**src/rtl/game_pkg.sv**
```systemverilog
// -----------------------------------------------------------------------------
// game_pkg
//   Shared types and default constants for the game timing blocks.
//   - state_t      : round state machine encoding
//   - DEF_CLK_HZ   : default input clock frequency
//   - DEF_ROUND_SECS / DEF_MAX_ROUNDS : default round length and game length
// -----------------------------------------------------------------------------
package game_pkg;

    typedef enum logic [2:0] {
        IDLE      = 3'd0,
        RUN       = 3'd1,
        PAUSED    = 3'd2,
        TIMEOUT   = 3'd3,
        GAME_OVER = 3'd4
    } state_t;

    localparam int DEF_CLK_HZ     = 100_000_000;
    localparam int DEF_ROUND_SECS = 30;
    localparam int DEF_MAX_ROUNDS = 3;

endpackage

```
**src/rtl/tick_gen.sv**
```systemverilog
// -----------------------------------------------------------------------------
// tick_gen
//   Free-running modulo-DIV counter that produces a one-cycle enable strobe
//   instead of a divided clock.
//   Ports:
//     clk   in  system clock
//     rst_n in  asynchronous active-low reset (counter -> 0)
//     en    in  counter advances only while high; holds otherwise
//     clr   in  synchronous clear to 0, wins over en
//     tick  out high in the cycle the counter sits at DIV-1 while enabled
// -----------------------------------------------------------------------------
module tick_gen #(
    parameter int DIV = 10
) (
    input  logic clk,
    input  logic rst_n,
    input  logic en,
    input  logic clr,
    output logic tick
);

    localparam int CW = (DIV > 1) ? $clog2(DIV) : 1;
    localparam logic [CW-1:0] LAST = CW'(DIV - 1);

    logic [CW-1:0] cnt;

    always_ff @(posedge clk or negedge rst_n) begin
        if (!rst_n) begin
            cnt <= '0;
        end else if (clr) begin
            cnt <= '0;
        end else if (en) begin
            if (cnt == LAST) begin
                cnt <= '0;
            end else begin
                cnt <= cnt + CW'(1);
            end
        end
    end

    // Gated by en so a held count in a paused phase never fires a strobe.
    assign tick = en && (cnt == LAST);

endmodule

```
**src/rtl/round_timer_ctrl.sv**
```systemverilog
// -----------------------------------------------------------------------------
// round_timer_ctrl
//   Per-round countdown sequencer. A tick_gen strobe decrements time_left once
//   per second while running; a five-state FSM handles pause, timeout, round
//   advance, game over and abort.
//   Ports:
//     clk, rst_n     clock / asynchronous active-low reset
//     start          pulse: IDLE or GAME_OVER -> RUN
//     pause          pulse: toggles RUN <-> PAUSED
//     abort          pulse: back to IDLE from anywhere, round 0, no timeout
//     time_left      seconds remaining in the current round
//     running        registered, high in RUN
//     paused         registered, high in PAUSED
//     timeout_pulse  one-cycle strobe in the cycle TIMEOUT is entered
//     game_over      registered, high in GAME_OVER
//     round_idx      0-based round number
//     state_dbg      current FSM state, for observation only
// -----------------------------------------------------------------------------
module round_timer_ctrl
    import game_pkg::*;
#(
    parameter int CLK_HZ     = DEF_CLK_HZ,
    parameter int TICK_HZ    = 1,
    parameter int ROUND_SECS = DEF_ROUND_SECS,
    parameter int TIME_W     = 5,
    parameter int MAX_ROUNDS = DEF_MAX_ROUNDS,
    parameter int ROUND_W    = 2
) (
    input  logic               clk,
    input  logic               rst_n,
    input  logic               start,
    input  logic               pause,
    input  logic               abort,
    output logic [TIME_W-1:0]  time_left,
    output logic               running,
    output logic               paused,
    output logic               timeout_pulse,
    output logic               game_over,
    output logic [ROUND_W-1:0] round_idx,
    output state_t             state_dbg
);

    localparam int                 DIV        = CLK_HZ / TICK_HZ;
    localparam logic [TIME_W-1:0]  SECS_INIT  = TIME_W'(ROUND_SECS);
    localparam logic [ROUND_W-1:0] LAST_ROUND = ROUND_W'(MAX_ROUNDS - 1);

    state_t state;
    state_t state_n;

    logic [TIME_W-1:0]  time_n;
    logic [ROUND_W-1:0] round_n;
    logic               running_n;
    logic               paused_n;
    logic               game_over_n;
    logic               timeout_n;

    logic tick;
    logic tick_clr;

    // The counter only runs in RUN. It is cleared whenever the FSM is outside
    // RUN/PAUSED so every fresh round starts on a whole second, while a pause
    // keeps the partial second.
    assign tick_clr = abort || !((state == RUN) || (state == PAUSED));

    tick_gen #(
        .DIV (DIV)
    ) u_tick_gen (
        .clk   (clk),
        .rst_n (rst_n),
        .en    (state == RUN),
        .clr   (tick_clr),
        .tick  (tick)
    );

    // ---------------------------------------------------------------- state reg
    always_ff @(posedge clk or negedge rst_n) begin
        if (!rst_n) begin
            state <= IDLE;
        end else begin
            state <= state_n;
        end
    end

    // ---------------------------------------------------------------- next state
    // Priority: abort > tick > pause > start.
    always_comb begin
        state_n = state;
        if (abort) begin
            state_n = IDLE;
        end else begin
            case (state)
                IDLE: begin
                    if (start) state_n = RUN;
                end
                RUN: begin
                    // A tick reaching zero beats a same-cycle pause.
                    if (tick && (time_left == TIME_W'(1))) begin
                        state_n = TIMEOUT;
                    end else if (pause) begin
                        state_n = PAUSED;
                    end
                end
                PAUSED: begin
                    if (pause) state_n = RUN;
                end
                TIMEOUT: begin
                    state_n = (round_idx == LAST_ROUND) ? GAME_OVER : IDLE;
                end
                GAME_OVER: begin
                    if (start) state_n = RUN;
                end
                default: state_n = IDLE;
            endcase
        end
    end

    // ---------------------------------------------------------------- outputs
    always_comb begin
        time_n  = time_left;
        round_n = round_idx;
        if (abort) begin
            time_n  = SECS_INIT;
            round_n = '0;
        end else begin
            case (state)
                IDLE: begin
                    if (start) time_n = SECS_INIT;
                end
                RUN: begin
                    // Decrement only above zero so time_left cannot wrap.
                    if (tick && (time_left != '0)) time_n = time_left - TIME_W'(1);
                end
                TIMEOUT: begin
                    if (round_idx != LAST_ROUND) begin
                        round_n = round_idx + ROUND_W'(1);
                        time_n  = SECS_INIT;
                    end
                end
                GAME_OVER: begin
                    if (start) begin
                        round_n = '0;
                        time_n  = SECS_INIT;
                    end
                end
                default: begin
                    time_n  = time_left;
                    round_n = round_idx;
                end
            endcase
        end

        // Flags decode the next state so they line up with the state register.
        running_n   = (state_n == RUN);
        paused_n    = (state_n == PAUSED);
        game_over_n = (state_n == GAME_OVER);
        timeout_n   = (state == RUN) && (state_n == TIMEOUT);
    end

    always_ff @(posedge clk or negedge rst_n) begin
        if (!rst_n) begin
            time_left     <= SECS_INIT;
            round_idx     <= '0;
            running       <= 1'b0;
            paused        <= 1'b0;
            game_over     <= 1'b0;
            timeout_pulse <= 1'b0;
        end else begin
            time_left     <= time_n;
            round_idx     <= round_n;
            running       <= running_n;
            paused        <= paused_n;
            game_over     <= game_over_n;
            timeout_pulse <= timeout_n;
        end
    end

    assign state_dbg = state;

endmodule

```
**config.mk**
```make
export PLATFORM = sky130hd
export DESIGN_NAME = round_timer_ctrl
export DESIGN_NICKNAME = d
export VERILOG_FILES = /design/src/rtl/game_pkg.sv /design/src/rtl/tick_gen.sv /design/src/rtl/round_timer_ctrl.sv
export SDC_FILE = /design/constraint.sdc
export NUM_CORES = 1
export LEC_CHECK = 0
export ABC_AREA = 1
export CAP_MARGIN = 20
export CORE_UTILIZATION = 40
export CTS_CLUSTER_SIZE = 30
export DETAILED_ROUTE_END_ITERATION = 12
export DONT_BUFFER_PORTS = 1
export HOLD_SLACK_MARGIN = 0.02
export PLACE_DENSITY = 0.64
export SETUP_SLACK_MARGIN = 0.02
export SLEW_MARGIN = 5
export SYNTH_ARGS = -nofsm -noshare
export SYNTH_HDL_FRONTEND = slang
export SYNTH_SLANG_ARGS = --single-unit
```
**constraint.sdc**
```tcl
create_clock -name clk -period 1.9 [get_ports clk]
set_input_delay 0.38 -clock clk [delete_from_list [all_inputs] [get_ports clk]]
set_output_delay 0.38 -clock clk [all_outputs]
set_load 0.1 [all_outputs]
```
Yosys cells after proc, flatten, opt, wreduce, memory -nomap -nowiden
Cells that the tools add are included.
{ "word_totals": {"reg_bits": 41, "latchBits": 0, "mem_bits_rw": 0, "mem_bits_ro": 0, "in_bits": 5, "out_inout_bits": 14, "wordCells": 61, "n_memories": 0} }
{ "op_classes": {"add_sub_neg": 3, "multipliers": 0, "n_div": 0, "order_cmp": 0, "n_eq_ne": 16, "shift": 0, "muxes": 19, "bitwise_logic": 0, "n_reduce_logical": 15} }
{ "ops": {"columns": ["op", "count"], "rows": [
  ["27-bit two-way mux", 3],
  ["27-bit by 1-bit adder with 27-bit output (second input constant)", 1],
  ["27-bit == test (second input constant)", 1],
  ["5-bit two-way mux", 4],
  ["3-bit two-way mux", 6],
  ["5-bit case mux with 3 select lines", 1],
  ["3-bit by 2-bit == test with 1-bit output (second input constant)", 4],
  ["3-bit case mux with 4 select lines", 1],
  ["3-bit != test (second input constant)", 3],
  ["3-bit by 1-bit == test with 1-bit output (second input constant)", 2],
  ["3-bit == test (second input constant)", 2],
  ["2-bit two-way mux", 3],
  ["5-bit by 1-bit == test with 1-bit output (second input constant)", 1],
  ["5-bit nonzero test", 1],
  ["5-bit by 1-bit subtractor with 5-bit output (second input constant)", 1],
  ["1-bit logical AND", 4],
  ["2-bit case mux with 2 select lines", 1],
  ["4-bit AND reduction", 1],
  ["4-bit nonzero test", 1],
  ["3-bit zero test", 1],
  ["3-bit by 1-bit != test with 1-bit output (second input constant)", 1],
  ["3-bit AND reduction", 1],
  ["3-bit nonzero test", 1],
  ["2-bit by 1-bit adder with 2-bit output (second input constant)", 1],
  ["6 further kinds", 7]
]} }

Logic depth before layout (Yosys ltp)
{ "logic_depth": {"word_depth": 8, "mapped_depth": 11, "mapped_depth_nobuf": 11} }

Hierarchy
From an unflattened synthesis, not the netlist that was laid out.
{ "unflattened": {"cells_unflattened": 371, "area_unflattened_um2": 2547.4} }
{ "by_module_without_submodules": {"columns": ["module", "n_inst", "cells_each", "area_per_inst_um2", "seq_area_each_um2"], "rows": [
  ["tick_gen", 1, 257, 1701.6, 675.6],
  ["round_timer_ctrl", 1, 114, 845.8, 355.3]
]} }

Worst setup path after synthesis
No wires, ideal clock.
{ "synth_path": {"path_type": "reg2reg", "start": "register state[0], in the netlist state_dbg[0]", "end": "register u_tick_gen.cnt[26]", "setup_time_ps": 114, "t_arrival_ps": 1968, "slack_ps": -182, "path_stages_with_launch": 11, "n_path_buf": 1, "synth_period_minus_slack_ps": 2082, "cell_sequence": "dfrtp_1 inv_1 nand3_2 nor2_1 buf_6 nor2_1 nand2_2 nor2_1 nand2_1 nand2_1 nor2_1"} }
{ "synth_between": {"elab_chain_len": 5} }
{ "synth_lines": {"columns": ["element", "line_no", "source"], "rows": [
  ["from (decl)", "round_timer_ctrl.sv:47", "state_t state;"],
  ["from (signal assigned)", "round_timer_ctrl.sv:80", "state <= state_n;"],
  ["3-bit by 1-bit == test with 1-bit output or 3-bit by 2-bit == test with 1-bit output (tied branches)", "round_timer_ctrl.sv:63, round_timer_ctrl.sv:70", null],
  ["1-bit logical OR", "round_timer_ctrl.sv:63", "assign tick_clr = abort || !((state == RUN) || (state == PAUSED));"],
  ["1-bit zero test", "round_timer_ctrl.sv:63", null],
  ["1-bit logical OR", "round_timer_ctrl.sv:63", null],
  ["27-bit two-way mux or 2-bit nonzero test (tied branches)", null, null],
  ["to (signal assigned)", "tick_gen.sv:36", "cnt <= cnt + CW'(1);"],
  ["to (decl)", "tick_gen.sv:25", "logic [CW-1:0] cnt;"]
]} }
Parallel ways exist; a longest one is shown, timed or not.
A chain may end at the register's enable or synchronous reset.

Final worst setup path
{ "layout_path": {"start": "register u_tick_gen.cnt[1]", "end": "register u_tick_gen.cnt[23]"} }
{ "layout_between": {"elab_chain_len": 4} }
{ "layout_lines": {"columns": ["element", "line_no", "source"], "rows": [
  ["27-bit by 1-bit adder with 27-bit output or 27-bit == test (tied branches)", "tick_gen.sv:36, tick_gen.sv:33", null],
  ["27-bit two-way mux *", "tick_gen.sv:33", "if (cnt == LAST) begin"],
  ["27-bit two-way mux *", "tick_gen.sv:32", "end else if (en) begin"],
  ["27-bit two-way mux *", "tick_gen.sv:30", "end else if (clr) begin"]
]} }
Every way passes the cells marked *; elsewhere a longest branch is shown, timed or not. The select of a mux whose other input is x is not followed.

==> flow_metrics.tcl <==
set metrics [dict create \
    diodes 0 \
    dp_hpwl_um 4380 \
    finClkSkew_ns 0.00807 \
    synth-simple-area-share 0.399 \
    clkSinkCount 41 \
    gp_congestion 0.857 \
    routedWlPerCell_um 12.2 \
    end_kind "register" \
    fin_crit_sh 0.880 \
    nNetsFinal 399 \
    reg2reg_to "u_tick_gen.cnt[23]$_DFFE_PN0P_" \
    start_util 0.420 \
    tightestPinTransition_ns 0.425 \
    start_kind "register" \
    yosys-mux-area-fraction 0 \
    max_freq_mhz 598 \
    fin_crit_ns 1.67 \
    reg2reg_from "u_tick_gen.cnt[1]$_DFFE_PN0P_" \
    synthXorXnorAreaFrac 0.0487 \
    drtIter0Drc 113 \
    worst_hold_slack_ns 0.136 \
    slew_viol_final 0 \
    rows 29 \
    area_delta_synth_final_pct 10.4 \
    min-delay-start "abort" \
    drive_gt1_frac 0.177 \
    drtAntennaViolNets 0 \
    dieArea_sq_mm 0.00707 \
    ir_drop_mv 0.385 \
    fin_tns_setup_ns 0 \
    coreArea_sq_mm 0.00642 \
    synth_area_sq_mm 0.00270 \
    dp_cells 457 \
    clk_path_buf_depth 2 \
    htree_levels 2 \
    hold_end "state_dbg[2]$_DFF_PN0_" \
    die_w_um 84.1 \
    criticalPathCategory "reg -> reg" \
    rrSetupSlack_ns 0.23 \
    power.static_leakage_nw 1.36 \
    syn-num-nets 380 \
    hold_path_class "in -> reg" \
    path_max_fanout 16 \
    avgSynthCellArea_sq_um 7.29 \
    numCtsBuffers 5 \
    setup_viol 0 \
    maxCapViolations 0 \
    ys_seq_area_frac 0.382 \
    drc 0 \
    placed_cell_area_sq_mm 0.00286 \
    syn-instance-count 370 \
    port_buffers 0 \
    synth_compound_area_frac 0.0469 \
    fin_ws_ns 0.227 \
    final_area_sq_mm 0.00298 \
    clockRootBuffer "clkbuf_8" \
    post-route-util 0.464 \
    io_pins 19 \
    ys_types 35 \
    clk_latency_ns 0.29 \
    viasPerCell 4.96 \
    power.density_mw_per_mm2 626 \
    ys_warn_count 0 \
    path_clk_slew_ns 0.08 \
    status "finished, final reports clean" \
    whs_path_depth 1 \
    r2r_cells 10 \
    grt_pass1_wl_um 9690 \
    antenna_found_initial 0 \
    p_total_mw 1.86 \
    postCtsSetupBuffers 0 \
    arrival_ns 1.85 \
    dp_slack_ns 0.228 \
    finalHoldViolCount 0 \
    critical_path_required_ns 2.08 \
    vias 2314 \
    stdcell_count 467 \
    grt_pass1_vias 2192 \
    grt_start_max_net_pins 42 \
    tritoncts "done" \
    rsz0062_at_grt "false" \
    grt.total_usage 0.170 \
    cts_resized 0 \
    synth_fa_ha_area_frac 0.0232 \
    routed_wl_um 5710 \
    die_y_um 84.1 \
    drt_pass1_iterations 4 \
    cp-startpoint "u_tick_gen.cnt[1]$_DFFE_PN0P_" \
    grt.overflow.total 0 \
    timing.slew.headroom 0.716 \
    synth-seq-cells 41 \
    fillCellCount 647 \
    synth_top_family_by_area "simple AND/OR/NAND/NOR gates" \
]
placed cells by master (no fill, tap or decap), types with 2 or more instances in the layout:
cell         n
dfstp_2      4
a21oi_1      4
inv_2        3
o21ai_0      9
nor3_1       5
clkbuf_8     5
nor3_2       2
ha_1         5
dfrtp_1     33
nor2_2      14
nor2_4       2
dfrtp_2      4
nand3_2      2
xnor2_1      3
nand3_1     34
inv_1       51
xor2_1      12
clkinvlp_4   2
nor2_1      56
nand4_1     15
nand2_2      7
buf_4       16
nand2_4      3
nand2_1     85
cell families (layout without fill, tap and decap cells):
group / Yosys count / count (layout)
AO/OA/AOI/OAI: 20 / 20
XOR/XNOR: 15 / 15
adder cells (fa/ha/maj): 5 / 5
buffers and inverters: 61 / 81
flip-flops: 41 / 41
AND/OR/NAND/NOR: 228 / 228
area by class of cell:
class / instances / area, sq um / area share
multi-input cells: 268 / 1400 / 0.469
flip-flops and latches: 41 / 1040 / 0.348
inverters: 55 / 211 / 0.0710
repair buffers: 18 / 150 / 0.0504
well taps: 77 / 96.3 / 0.0324
clock buffers: 6 / 72.6 / 0.0244
clock inverters: 2 / 15.0 / 0.00504
critical path, stage by stage, from the launching register on:
cell and delay [ns]:
dfrtp_1 0.38, ha_1 0.17, nand3_1 0.13, inv_1 0.12
nand2_1 0.12, nor3_2 0.13, nand2_1 0.08, nand2_2 0.08
nand2_4 0.09, inv_6 0.18, nor2_1 0.07
where the power goes:
part	total, mW	switching (mW)	leakage (nW)	internal [mW]
Combinational	0.378	0.295	0.769	0.0831
Clock	0.573	0.314	0.0374	0.259
Sequential	0.914	0.0117	0.549	0.902
Total	1.86	0.620	1.36	1.24
registers in the layout, summed over array words and instances (netlist names):
signal / count
round_idx: 2
game_over: 1
running: 1
timeout_pulse: 1
u_tick_gen.cnt: 27
time_left: 5
state_dbg: 3
paused: 1
per-layer routing:
metal / track usage / routed length, um / vias to the layer above / part of all wire
met5: 0 / 0 / - / 0
met4: 0.0549 / 100 / 0 / 0.018
met3: 0.0366 / 276 / 11 / 0.048
met2: 0.282 / 2540 / 41 / 0.45
met1: 0.221 / 2790 / 1064 / 0.49
li1: - / - / 1198 / -
worst max path at each step:
stage / to / slack [ns]
floorplan: round_idx[0]$_DFFE_PN0P_ / 0.02
global placement: u_tick_gen.cnt[24]$_DFFE_PN0P_ / 0.28
detailed placement: u_tick_gen.cnt[24]$_DFFE_PN0P_ / 0.23
CTS: u_tick_gen.cnt[24]$_DFFE_PN0P_ / 0.21
global route: u_tick_gen.cnt[14]$_DFFE_PN0P_ / 0.05
finish: u_tick_gen.cnt[23]$_DFFE_PN0P_ / 0.23
Yosys cell counts, drive strengths merged:
cell type  instances  share of area
nand2             95           0.15
dfstp              4          0.039
a21o               1         0.0028
o31ai              1         0.0028
nor2              72           0.12
inv               55          0.078
nand4             15          0.035
xnor2              3         0.0097
o21ai             10          0.019
xor2              12          0.039
nand3             36          0.071
dfrtp             37           0.34
buf                5          0.019
o41ai              1         0.0032
nor3               8          0.023
a21oi              6          0.017
clkbuf             1         0.0019
o21bai             1         0.0028
nand3b             1         0.0028
ha                 5          0.023
or2                1         0.0023
timing repair:
action,4_1_cts,5_1_grt
hold endpoints to repair,41,0
hold buffers,2,0
setup endpoints to repair,0,0
No activity file was read; power rests on OpenSTA's default activity.
